<file path="src/rtl/matriz_leds_cfg.sv">
// LED-matrix puzzle controller: runtime region map, press-to-toggle board, move
// counter, level-complete detect and a blanked multiplexed row scan.
module matriz_leds_cfg #(
  parameter int LINHAS    = 8,
  parameter int COLUNAS   = 8,
  parameter int N_BOTOES  = 8,
  parameter int SCAN_DIV  = 1000,
  parameter int BLANK_CYC = 4,
  localparam int LW = $clog2(LINHAS),
  localparam int CW = $clog2(COLUNAS),
  localparam int RW = $clog2(N_BOTOES) + 1,
  localparam int AW = LW + 1
) (
  input  logic                clk,
  input  logic                rst_n,
  input  logic [N_BOTOES-1:0] botoes,
  input  logic [AW-1:0]       linhas_ativas,
  input  logic                limpar,
  input  logic                cfg_we,
  input  logic [LW-1:0]       cfg_linha,
  input  logic [CW-1:0]       cfg_coluna,
  input  logic [RW-1:0]       cfg_regiao,
  output logic                nivel_concluido,
  output logic [15:0]         jogadas,
  output logic [COLUNAS-1:0]  colunas,
  output logic [LINHAS-1:0]   linhas
);

  // state  | meaning
  // APAGA  | blanking gap: no row enabled, all columns off
  // VARRE  | row idx_q driven with its LED pattern
  typedef enum logic {APAGA, VARRE} scan_t;

  localparam int CNT_MAX = (SCAN_DIV > BLANK_CYC) ? SCAN_DIV : BLANK_CYC;
  localparam int CNTW    = $clog2(CNT_MAX + 1);

  logic [COLUNAS-1:0]  estado_q [LINHAS];
  logic [COLUNAS-1:0]  estado_d [LINHAS];
  logic [RW-1:0]       mapa_q   [LINHAS][COLUNAS];
  logic [RW-1:0]       mapa_d   [LINHAS][COLUNAS];
  logic [N_BOTOES-1:0] botoes_q, botoes_d;
  logic [N_BOTOES-1:0] prensa;
  logic [15:0]         jogadas_q, jogadas_d;
  logic                nivel_q, nivel_d;
  logic                ganho;
  int                  a_int;

  scan_t               scan_q, scan_d;
  logic [LW-1:0]       idx_q, idx_d;
  logic [CNTW-1:0]     cnt_q, cnt_d;
  logic [LINHAS-1:0]   linhas_q, linhas_d;
  logic [COLUNAS-1:0]  colunas_q, colunas_d;

  always_comb begin
    a_int = int'(linhas_ativas);
    if (a_int < 1) begin
      a_int = 1;
    end else if (a_int > LINHAS) begin
      a_int = LINHAS;
    end
  end

  // Board, move counter and map; toggles always use the map as it was before this edge.
  always_comb begin
    botoes_d  = botoes;
    prensa    = botoes & ~botoes_q;
    estado_d  = estado_q;
    jogadas_d = jogadas_q;
    mapa_d    = mapa_q;
    if (limpar) begin
      for (int r = 0; r < LINHAS; r++) begin
        estado_d[r] = '0;
      end
      jogadas_d = '0;
    end else begin
      for (int r = 0; r < LINHAS; r++) begin
        for (int c = 0; c < COLUNAS; c++) begin
          for (int k = 0; k < N_BOTOES; k++) begin
            if (prensa[k] && (mapa_q[r][c] == RW'(k))) begin
              estado_d[r][c] = ~estado_q[r][c];
            end
          end
        end
      end
      if ((|prensa) && (jogadas_q != 16'hFFFF)) begin
        jogadas_d = jogadas_q + 16'd1;
      end
    end
    if (cfg_we && (int'(cfg_linha) < LINHAS) && (int'(cfg_coluna) < COLUNAS)) begin
      mapa_d[cfg_linha][cfg_coluna] = cfg_regiao;
    end
  end

  always_comb begin
    ganho = 1'b1;
    for (int r = 0; r < LINHAS; r++) begin
      if (r < a_int) begin
        for (int c = 0; c < COLUNAS; c++) begin
          if ((int'(mapa_q[r][c]) < N_BOTOES) && !estado_q[r][c]) begin
            ganho = 1'b0;
          end
        end
      end
    end
    nivel_d = limpar ? 1'b0 : ganho;
  end

  // Scan sequencer; row outputs are built from next-state so they line up with the FSM.
  always_comb begin
    scan_d    = scan_q;
    idx_d     = idx_q;
    cnt_d     = cnt_q + CNTW'(1);
    linhas_d  = '0;
    colunas_d = '1;
    case (scan_q)
      APAGA: begin
        if ((BLANK_CYC == 0) || (cnt_q == CNTW'(BLANK_CYC - 1))) begin
          scan_d = VARRE;
          cnt_d  = '0;
        end
      end
      VARRE: begin
        if (cnt_q == CNTW'(SCAN_DIV - 1)) begin
          cnt_d  = '0;
          idx_d  = ((int'(idx_q) + 1) >= a_int) ? '0 : idx_q + LW'(1);
          scan_d = (BLANK_CYC == 0) ? VARRE : APAGA;
        end
      end
      default: begin
        scan_d = APAGA;
        cnt_d  = '0;
        idx_d  = '0;
      end
    endcase
    if (scan_d == VARRE) begin
      linhas_d  = LINHAS'(1) << idx_d;
      colunas_d = ~estado_d[idx_d];
    end
  end

  always_ff @(posedge clk or negedge rst_n) begin
    if (!rst_n) begin
      botoes_q  <= '0;
      jogadas_q <= '0;
      nivel_q   <= 1'b0;
      scan_q    <= APAGA;
      idx_q     <= '0;
      cnt_q     <= '0;
      linhas_q  <= '0;
      colunas_q <= '1;
      for (int r = 0; r < LINHAS; r++) begin
        estado_q[r] <= '0;
        for (int c = 0; c < COLUNAS; c++) begin
          mapa_q[r][c] <= RW'(c % N_BOTOES);
        end
      end
    end else begin
      botoes_q  <= botoes_d;
      jogadas_q <= jogadas_d;
      nivel_q   <= nivel_d;
      scan_q    <= scan_d;
      idx_q     <= idx_d;
      cnt_q     <= cnt_d;
      linhas_q  <= linhas_d;
      colunas_q <= colunas_d;
      estado_q  <= estado_d;
      mapa_q    <= mapa_d;
    end
  end

  assign nivel_concluido = nivel_q;
  assign jogadas         = jogadas_q;
  assign colunas         = colunas_q;
  assign linhas          = linhas_q;

endmodule

</file>
<file path="config.mk">
export PLATFORM = sky130hd
export DESIGN_NAME = matriz_leds_cfg
export DESIGN_NICKNAME = d
export VERILOG_FILES = /design/src/rtl/matriz_leds_cfg.sv
export SDC_FILE = /design/constraint.sdc
export NUM_CORES = 1
export LEC_CHECK = 0
export ABC_AREA = 1
export CORE_MARGIN = 2
export CORE_UTILIZATION = 45
export DETAILED_ROUTE_END_ITERATION = 7
export PLACE_DENSITY = 0.65
export SYNTH_ARGS = -nofsm -noshare
export SYNTH_HDL_FRONTEND = slang
export SYNTH_SLANG_ARGS = --single-unit
</file>
<file path="constraint.sdc">
create_clock -name clk -period 2.8 [get_ports clk]
set_input_delay 0.56 -clock clk [delete_from_list [all_inputs] [get_ports clk]]
set_output_delay 0.56 -clock clk [all_outputs]
set_load 0.02 [all_outputs]
</file>
==> impl_metrics.ini <==
[outcome]
status = finished clean

[pwr]
p_total_mw = 16.4
power_density_nw_per_um2 = 673
seqPwrFrac = 0.428
leakage_nw = 11.0
clkPwrFrac = 0.356
switching_power_mw = 5.27
comb_power_share = 0.216
switching_share = 0.322
p_int_mw = 11.1
ir_drop_uv = 461

[route]
vias_per_cell = 5.62
vias = 20400
routed_wl_um = 69200
drtPass1Iterations = 6
postRouteAntennaNets = 0
drt_iter0_drc = 1679
drc_errors = 0
post_drt_wl_per_cell_um = 19.0

[floorplan]
die_width_um = 220
row_count = 79
die_y_um = 220
dieArea_um2 = 48200
initial_core_util = 0.452
pin_count = 59
fp.coreArea_um2 = 46300

[yosys]
yosysTopAreaCellShare = 0.324
synthTopCellsByArea = dfrtp_1, nand2_1, dfstp_2
synthFlopType = dfrtp_1
ys_ff_latch = 375
synth.distinct_cells = 49
yosysWarningCount = 0
async_flop_share = 1.00
avgSynthCellArea_um2 = 7.22
yosysSeqAreaShare = 0.455
synth_top_area_cell = dfrtp_1
synth_cells = 2897
post_synth_instance_area_um2 = 20900
syn_nets = 2929
synth-edff-count = 0

[cts]
cts_resized = 0
clk_path_buf_depth = 3
clk_pin_slew_worst_paths_ps = 60
cts-hold-fix-buffers = 1
clock_latency_ps = 570
cts-htree-levels = 2
cts_tree = built
cts_post_setup_buffers_inserted = 0
cts_buffers = 44
cts.sinks = 375
cts_root_buffer = clkbuf_16

[worst_setup_path]
critical_path_class = flip-flop to flip-flop
r2r_end = colunas[6]
cp-start-kind = flip-flop
worstPathRequired_ps = 3300
r2r_cells = 13
cp.arrival_ps = 2980
rr_startpoint = idx_q[0]
worstSetupEndpointType = flip-flop
cp_max_fo = 17
rrSetupSlack_ps = 320

[finish]
nFillCells = 4390
ff_latch_area_um2 = 9510
layoutNonFillerInstCount = 3639
design_area_um2 = 24300
insertedDiodeCount = 0
multi_input_area_um2 = 9560
drive_gt1_frac = 0.0960
area_delta_synth_final_pct = 16.3
layout.nets = 3030

[place]
place_area_um2 = 22900
place_congestion = 0.882
portBuffers = 58
post-place-cells = 3558
hpwlAfterDp_um = 44800

[min_path]
min_path_cells = 2
hp-class = flip-flop to flip-flop
whs_endpoint = mapa_q[59]
hold_start = mapa_q[59]

[timing]
hold_viol_final = 0
min_period_ps = 2480
slew_headroom = 0.545
fin_hold_ws_ps = 483
worst_slew_pin_slew_ps = 680
final_max_slew_viol_count = 0
skew_ps = 17.8
period_share = 0.885
finalSetupViolCount = 0
fmax_ghz = 0.403
rsz0062_at_grt = false

[grt]
grt_max_degree = 65
grt_overflow = 0
grt_pass1_vias = 19500
antenna_found_initial = 0
grt_usage = 0.292
grt_pass1_wl_um = 108000

[job]
maxCapViolCount = 0
==> sequential cells by signal, indices dropped and copies added, names as in the netlist <==
signal and cells:
cnt_q 10, estado_q 64, jogadas 16, linhas 8, botoes_q 8, scan_q 1
nivel_concluido 1, idx_q 3, colunas 8, mapa_q 256
==> routing by layer <==
layer  part of all wire  vias to the layer above  track usage
li1                   -                     9722            -
met1               0.42                     9754        0.386
met2               0.46                      758        0.475
met3              0.074                      206       0.0425
met4              0.046                        0        0.131
met5                  0                        -            0
==> area by class of cell <==
class                      instances  share of cell area
sequential                       375               0.391
tap                              607              0.0312
multi-input combinational       2043               0.393
timing repair buffer             143              0.0643
clock inverter                     9             0.00391
inverter                         391              0.0607
clock buffer                      71              0.0561
==> metrics by stage <==
stage               worst slack, ps  TNS [ps]   util
floorplan                       616         0      -
global placement              -57.1      -165  0.494
detailed placement             -101      -661  0.494
CTS                             316         0  0.526
global route                   18.5         0  0.526
finish                          321         0  0.526
==> worst max-delay path, cell delays in order, from the launching register on <==
cell and delay (ps):
dfrtp_1 430, ha_1 230, xor2_1 190, ha_1 290, nand2_1 50, inv_1 60, nand4_1 140, nand4_1 160
nand2_4 130, nor2_4 370, nand2_1 120, nand3_1 100, nor2_1 40, nor2_1 90
==> logic make-up after synthesis <==
logic type      after synthesis  synth area share
fa+ha+maj                     6           0.00359
compound gates              605             0.149
simple gates               1426             0.301
xor+xnor                      6           0.00251
flops                       375             0.455
buf+inv                     479            0.0898
==> cell usage in the layout (no fill, tap or decap), types with 5 or more instances in the layout <==
cell / instances
nor4_1: 6
buf_12: 27
xor2_1: 5
nand4_1: 74
clkdlybuf4s50_1: 57
buf_4: 57
ha_1: 6
clkbuf_16: 45
nand3b_1: 55
clkinv_2: 7
nor3_1: 25
clkbuf_8: 14
dfstp_2: 104
nand2_1: 851
nor2_4: 8
inv_1: 379
a21oi_1: 158
inv_2: 9
dfrtp_1: 271
nor2_1: 92
o21ai_0: 412
clkbuf_1: 12
o211ai_1: 8
nand3_1: 298
==> synth_stat cells (5+ instances only) <==
cell      count
nand4_1      74
o21ai_0     412
nor2_1       95
nor4_1        6
inv_1       379
ha_1          6
buf_2        23
nand2_1     852
nor3_1       25
a21oi_1     158
dfrtp_1     271
nand3_1     298
nand3b_1     55
dfstp_2     104
clkinv_1      5
xor2_1        5
nor2_2        5
o211ai_1      8
clkbuf_1     57
==> power by group through the flow <==
stage / Combinational [mW] / Clock [mW] / Sequential (mW)
3_3_place_gp: 3.37 / 0 / 7.03
3_5_place_dp: 3.50 / 0 / 7.07
6_report: 3.54 / 5.82 / 7.01
2_1_floorplan: 2.31 / 0 / 6.91
4_1_cts: 3.52 / 5.91 / 7.00
5_1_grt: 4.01 / 6.15 / 7.12
==> worst max-delay path by stage <==
stage,startpoint,end,slack [ps],cells past startpoint
finish,idx_q[0],colunas[6],320,13
global route,idx_q[0],colunas[3],20,15
CTS,idx_q[0],colunas[5],320,13
detailed placement,linhas_ativas[3],colunas[5],-100,13
global placement,linhas_ativas[3],colunas[3],-60,15
floorplan,idx_q[0],colunas[4],620,14
No activity file was read; power rests on OpenSTA's default activity.
